[src/rtl/interleave_pkg.sv]
// Shared constants and lane-index wrap helper for the interleaved FIFO lanes.
package interleave_pkg;

    localparam int unsigned DEFAULT_DATA_WIDTH = 8;
    localparam int unsigned DEFAULT_NUM_LANES  = 4;

    // Explicit compare so non-power-of-two lane counts wrap correctly.
    function automatic int unsigned next_lane(input int unsigned idx, input int unsigned n);
        return (idx == n - 1) ? 0 : idx + 1;
    endfunction

endpackage

[src/rtl/skid_reg.sv]
// Two-entry registered valid/ready buffer; in_ready depends only on local state.
module skid_reg #(
    parameter int unsigned WIDTH = 8
) (
    input  logic             clk,
    input  logic             rstn,
    input  logic             clear,
    input  logic             in_valid,
    output logic             in_ready,
    input  logic [WIDTH-1:0] in_data,
    output logic             out_valid,
    output logic [WIDTH-1:0] out_data,
    input  logic             out_ready
);

    logic             r_main_valid;
    logic [WIDTH-1:0] r_main_data;
    logic             r_skid_valid;
    logic [WIDTH-1:0] r_skid_data;
    logic             w_push;
    logic             w_pop;

    assign in_ready  = !r_skid_valid;
    assign out_valid = r_main_valid;
    assign out_data  = r_main_data;
    assign w_push    = in_valid && !r_skid_valid;
    assign w_pop     = r_main_valid && out_ready;

    // Skid only fills when main is stalled; it drains back into main on the next pop.
    always_ff @(posedge clk) begin
        if (!rstn || clear) begin
            r_main_valid <= 1'b0;
            r_main_data  <= '0;
            r_skid_valid <= 1'b0;
            r_skid_data  <= '0;
        end else if (!r_skid_valid) begin
            if (w_push) begin
                if (!r_main_valid || out_ready) begin
                    r_main_data  <= in_data;
                    r_main_valid <= 1'b1;
                end else begin
                    r_skid_data  <= in_data;
                    r_skid_valid <= 1'b1;
                end
            end else if (w_pop) begin
                r_main_valid <= 1'b0;
            end
        end else if (w_pop) begin
            r_main_data  <= r_skid_data;
            r_skid_valid <= 1'b0;
        end
    end

endmodule

[src/rtl/rr_lane_merger.sv]
// Strict round-robin merge of interleaved lane FIFO outputs into one ordered, registered stream.
module rr_lane_merger
    import interleave_pkg::*;
#(
    parameter  int unsigned DATA_WIDTH   = DEFAULT_DATA_WIDTH,
    parameter  int unsigned NUM_LANES    = DEFAULT_NUM_LANES,
    localparam int unsigned LB_NUM_LANES = $clog2(NUM_LANES)
) (
    input  logic                            clk,
    input  logic                            rstn,
    input  logic                            clear,
    input  logic [NUM_LANES*DATA_WIDTH-1:0] lane_data,
    input  logic [NUM_LANES-1:0]            lane_valid,
    output logic [NUM_LANES-1:0]            lane_ready,
    output logic [DATA_WIDTH-1:0]           out_data,
    output logic [LB_NUM_LANES-1:0]         out_lane,
    output logic                            out_valid,
    input  logic                            out_ready,
    output logic [LB_NUM_LANES-1:0]         rd_ptr
);

    localparam int unsigned PAYLOAD_W = LB_NUM_LANES + DATA_WIDTH;

    logic [LB_NUM_LANES-1:0] r_rd_ptr;
    logic [DATA_WIDTH-1:0]   w_lane_word;
    logic                    w_lane_valid;
    logic                    w_in_ready;
    logic                    w_accept;
    logic [PAYLOAD_W-1:0]    w_out_payload;

    // Lane mux and one-hot ready for the lane at rd_ptr.
    always_comb begin
        w_lane_word  = '0;
        w_lane_valid = 1'b0;
        lane_ready   = '0;
        for (int i = 0; i < int'(NUM_LANES); i++) begin
            if (LB_NUM_LANES'(i) == r_rd_ptr) begin
                w_lane_word   = lane_data[i*DATA_WIDTH +: DATA_WIDTH];
                w_lane_valid  = lane_valid[i];
                lane_ready[i] = w_in_ready;
            end
        end
    end

    assign w_accept = w_lane_valid && w_in_ready;

    always_ff @(posedge clk) begin
        if (!rstn || clear) begin
            r_rd_ptr <= '0;
        end else if (w_accept) begin
            r_rd_ptr <= LB_NUM_LANES'(next_lane(32'(r_rd_ptr), NUM_LANES));
        end
    end

    skid_reg #(
        .WIDTH(PAYLOAD_W)
    ) u_skid (
        .clk      (clk),
        .rstn     (rstn),
        .clear    (clear),
        .in_valid (w_lane_valid),
        .in_ready (w_in_ready),
        .in_data  ({r_rd_ptr, w_lane_word}),
        .out_valid(out_valid),
        .out_data (w_out_payload),
        .out_ready(out_ready)
    );

    assign out_lane = w_out_payload[PAYLOAD_W-1 -: LB_NUM_LANES];
    assign out_data = w_out_payload[DATA_WIDTH-1:0];
    assign rd_ptr   = r_rd_ptr;

endmodule

[config.mk]
export PLATFORM = sky130hd
export DESIGN_NAME = rr_lane_merger
export DESIGN_NICKNAME = d
export VERILOG_FILES = /design/src/rtl/interleave_pkg.sv /design/src/rtl/skid_reg.sv /design/src/rtl/rr_lane_merger.sv
export SDC_FILE = /design/constraint.sdc
export NUM_CORES = 1
export LEC_CHECK = 0
export ABC_AREA = 1
export BUFFER_PORTS_ARGS = -buffer_cell sky130_fd_sc_hd__buf_2
export CORE_UTILIZATION = 40
export CTS_BUF_LIST = sky130_fd_sc_hd__clkbuf_16
export DETAILED_ROUTE_END_ITERATION = 6
export HOLD_SLACK_MARGIN = 0.06
export PLACE_DENSITY = 0.75
export SLEW_MARGIN = 25
export SYNTH_ARGS = -nofsm -noshare
export SYNTH_HDL_FRONTEND = slang
export SYNTH_SLANG_ARGS = --single-unit
[constraint.sdc]
create_clock -name clk -period 3.5 [get_ports clk]
set_input_delay 0.7 -clock clk [delete_from_list [all_inputs] [get_ports clk]]
set_output_delay 0.7 -clock clk [all_outputs]
set_load 0.005 [all_outputs]
; ---- Word level (Yosys, flattened, before mapping)
; Cells that the tools add are included.
[totals]
wordCells = 52
out_inout_bits = 17
ff_bits = 24
input_bits = 40
[op_classes]
muxes = 24
bitwise = 2
addsub = 1
reduce_logical = 14
eq_ne = 6
[ops]
columns = op, n
row1 = $mux W10, 4
row2 = $mux W8, 4
row3 = $mux W1, 15
row4 = $reduce_and A3 Y1, 3
row5 = $reduce_bool A2 Y1, 3
row6 = $eq A2 B2 Y1 const A, 2
row7 = $ne A2 B2 Y1 const B, 2
row8 = $logic_not A1 Y1, 3
row9 = $add A2 B1 Y2 const B, 1
row10 = $eq A1 B2 Y1 const A, 1
row11 = $eq A2 B2 Y1 const B, 1
row12 = $logic_and A1 B1 Y1, 2
row13 = $logic_not A2 Y1, 1
row14 = $logic_or A1 B1 Y1, 2
row15 = $mux W2, 1
row16 = $not A1 Y1, 2

; ---- Depth between registers and ports, before layout
[logic_depth]
ltp_word = 8
depth_mapped = 13
mapped_depth_nobuf = 12

; ---- Hierarchy
; A second synthesis with hierarchy kept.
[hier_totals]
hier_cells = 252
hier_area_um2 = 1480.2
[modules_own_cells]
columns = mod, area_per_inst_um2, seq_area_each_um2, cells_per_inst, instances
row1 = skid_reg, 989.7, 440.4, 158, 1
row2 = rr_lane_merger, 490.5, 40.0, 94, 1

; ---- Worst setup path after synthesis
; OpenSTA, ideal clock, no wires.
[synth_timing]
path_type = flip-flop to output port
startpoint = register r_rd_ptr[0], in the netlist rd_ptr[0]
endpoint = output port lane_ready[2]
arrival_ns = 0.934
path_buffers = 1
setup_slack_ns = 1.866
stages_incl_launch_ff = 6
cell_sequence = dfxtp_1 -> inv_1 -> ha_1 -> buf_6 -> inv_6 -> nor2_1
[synth_via]
elab_chain_cells = 2
[synth_rtl]
columns = element, line
row1 = "start, declared", rr_lane_merger.sv:24  ; logic [LB_NUM_LANES-1:0] r_rd_ptr;
row2 = "start signal, assigned", rr_lane_merger.sv:51  ; r_rd_ptr <= LB_NUM_LANES'(next_lane(32'(r_rd_ptr), NUM_LANES));
row3 = $eq A2 B2 Y1, rr_lane_merger.sv:37  ; if (LB_NUM_LANES'(i) == r_rd_ptr) begin
row4 = $mux W1, rr_lane_merger.sv:37
row5 = "end, declared", rr_lane_merger.sv:14  ; output logic [NUM_LANES-1:0] lane_ready,
; No other way between the ends.

; ---- Final worst setup path
[layout_timing]
startpoint = register r_rd_ptr[1], in the netlist rd_ptr[1]
endpoint = register u_skid.r_skid_data[0]
[layout_via]
elab_chain_cells = 7
word_cells_on_any_way = 14
[layout_rtl]
columns = element, line
row1 = $logic_not A2 Y1, rr_lane_merger.sv:37
row2 = $mux W1 (4 in series), rr_lane_merger.sv:37
row3 = $logic_and A1 B1 Y1, skid_reg.sv:26  ; assign w_push = in_valid && !r_skid_valid;
row4 = $reduce_and A3 Y1 (no source line), --
row5 = "end signal, assigned", skid_reg.sv:42  ; r_skid_data <= in_data;
row6 = "end, declared", skid_reg.sv:19  ; logic [WIDTH-1:0] r_skid_data;
; Several ways; a longest one is shown, not always the timed one.
; A chain may end at the register's enable or synchronous reset.

==> results.cfg <==
[outcome]
status = finished with violations
violations = DRC

[logic_synthesis]
synth_compound_area_share_pct = 12.3
synth_top_cell_area_share_pct = 31.6
muxShareOfSynthArea_pct = 0
synth.avg_cell_area_um2 = 5.97
synth_top_area_cell = dfxtp_1
synth_warnings = 0
synth-simple-area-share_pct = 37.8
ys_top_cells_by_area = dfxtp_1, nand2_1, nor2_1
synth_seq_cells = 24
syn-instance-count = 255
syn_area_um2 = 1520
syn-num-nets = 299
ys_types = 22
synth_xor_area_share_pct = 0
synth_seq_area_share_pct = 31.6
synth_top_family_by_area = simple AND/OR/NAND/NOR gates
synthAdderAreaFrac_pct = 3.29

[cts]
clk_pin_slew_worst_paths_ns = 0.06
clock-sinks = 24
hold_buffers = 0
cts-htree-levels = 1
cts_max_path_buffers = 2
root_buffer = clkbuf_16
clk_latency_ns = 0.26
cts_setup_buffers = 0
cts_resized = 0
cts_tree = yes
numCtsBuffers = 3

[power]
p_total_w = 0.000805
p_sw_share_pct = 32.6
pwr-share-clk_pct = 30.7
p_comb_share_pct = 31.6
p_int_w = 0.000542
power_switching_w = 0.000262
seqPwrFrac_pct = 37.7
power.density_nw_per_um2 = 436
leakagePower_nw = 0.978
ir_worst_vdd_mv = 0.328

[job]
max_cap_violations = 0

[timing]
setup_viol = 0
fin_crit_ns = 2.35
rsz0062_at_grt = no
finalClockSkew_ns = 0.00560
whs_ns = 0.445
slew_violations = 0
fmax_ghz = 0.425
hold_viol = 0
finalCritPeriodShare_pct = 67.2
tightest_slew_ns = 0.716
fin_setup_tns_ns = 0
relSlewSlack_pct = 52.1

[placement]
dpl.hpwl_um = 2470
gp_congestion = 0.785
post_dp_cell_area_um2 = 1770
portBuffers = 56

[setup_path]
critical_path_class = reg2reg
startpoint_type = flip-flop
arrival_ns = 2.47
cp_data_required_time_ns = 3.62
crit_path_end_kind = flip-flop
critPathMaxFanout = 21

[global_routing]
grt_max_degree = 25
grt_pass1_wl_um = 5620
gr-total-overflow = 0
antenna_found_initial = 0
track_usage_pct = 17.2
grt_pass1_vias = 1439

[floorplan]
fp.dieH_um = 63.7
pin_count = 57
core_area_um2 = 3660
dieArea_um2 = 4050
rows = 22
die_w_um = 63.7
initial_utilization_pct = 41.6

[detailed_routing]
post-route-drc-count = 1
ant_nets = 0
vias = 1599
drt_iter0_drc = 50
wl_um = 3290
via_per_inst = 4.57
wl_per_cell_um = 9.40
dr.pass1.iters = 6

[finish]
nNetsFinal = 347
regArea_um2 = 480
drive_gt1_share_pct = 23.5
fin_area_um2 = 1850
syn2layout_area_growth_pct = 21.3
num_antenna_cells = 0
multi_input_area_um2 = 813
fillers = 390

[worst_hold_path]
worstHoldPathType = reg2reg
==> flip-flops by register name (all words and copies together) (netlist names) <==
signal	flops
u_skid.r_skid_data	10
u_skid.out_valid	1
rd_ptr	2
u_skid.out_data	10
u_skid.r_skid_valid	1
==> layout make-up <==
cell class	instances	area share, %
clock buffers	3	4.07
multi-input cells	185	44.1
inverters	32	6.78
flip-flops and latches	24	26.0
repair buffers	57	15.6
clock inverters	1	0.203
well taps	48	3.25
==> power by group through the flow <==
stage	clock, W	combinational, W	sequential [W]
after floorplan	0	0.000199	0.000310
after global placement	0	0.000255	0.000309
after detailed placement	0	0.000257	0.000310
after CTS	0.000251	0.000259	0.000304
after global routing	0.000262	0.000297	0.000307
final	0.000247	0.000254	0.000304
==> layout by cell type (no fill, tap or decap), types with 4 or more instances in the layout <==
master   instances
a21oi_1         21
buf_2           56
dfxtp_1         24
ha_1             4
inv_1           29
nand2_1         91
nand2_2          4
nor2_1          44
o21ai_0          6
o21ai_1          9
==> logic make-up after synthesis <==
kind of cell | Yosys count
AO/OA/AOI/OAI | 37
buffers and inverters | 46
AND/OR/NAND/NOR | 144
flip-flops | 24
adder cells (fa/ha/maj) | 4
==> cells in the mapped netlist <==
library cell and count:
inv_6 1, buf_1 1, o21ai_1 9, buf_4 4, nand2_1 91, ha_1 4, buf_6 4, buf_2 4
inv_1 29, nor2_4 1, o21ai_0 6, nor2_1 44, clkbuf_1 1, nand3_1 1, a21oi_1 21, inv_2 2
dfxtp_1 24, nor2_2 1, nand2_2 4, nand2_4 1, nand3_2 1, a21boi_1 1
==> per-layer routing <==
layer | global-route usage, % | part of all wire [%]
met5 | 0 | 0
met4 | 5.68 | 1.1
met3 | 3.80 | 4.0
met2 | 32.8 | 50
met1 | 18.2 | 45
==> worst max-delay path, cell delays in order (launching register included) <==
cell and delay, ns:
dfxtp_1 0.36, inv_1 0.12, ha_1 0.45, inv_1 0.11, nand2_1 0.10, nand3_2 0.06, nand2_2 0.09, nand3_1 0.50
o21ai_0 0.37, a21oi_1 0.06
==> final timing paths <==
check | depth (start not counted) | slack, ns | from | end
worst max-delay path | 9 | 1.15 | rd_ptr[1] | u_skid.r_skid_data[0]
worst min-delay path | 2 | 0.44 | u_skid.r_skid_data[6] | u_skid.r_skid_data[6]
worst max register to register | 9 | 1.15 | rd_ptr[1] | u_skid.r_skid_data[0]
worst min register to register | 2 | 0.44 | u_skid.r_skid_data[6] | u_skid.r_skid_data[6]
==> per-stage QoR <==
stage               worst slack [ns]  instances  util [%]
floorplan                       1.87        255         -
global placement                1.28        346      48.3
detailed placement              1.19        346      48.3
CTS                             1.16        350      50.4
global route                   0.935        350      50.4
finish                          1.15        350      50.4
(Power assumes the default switching activity.)
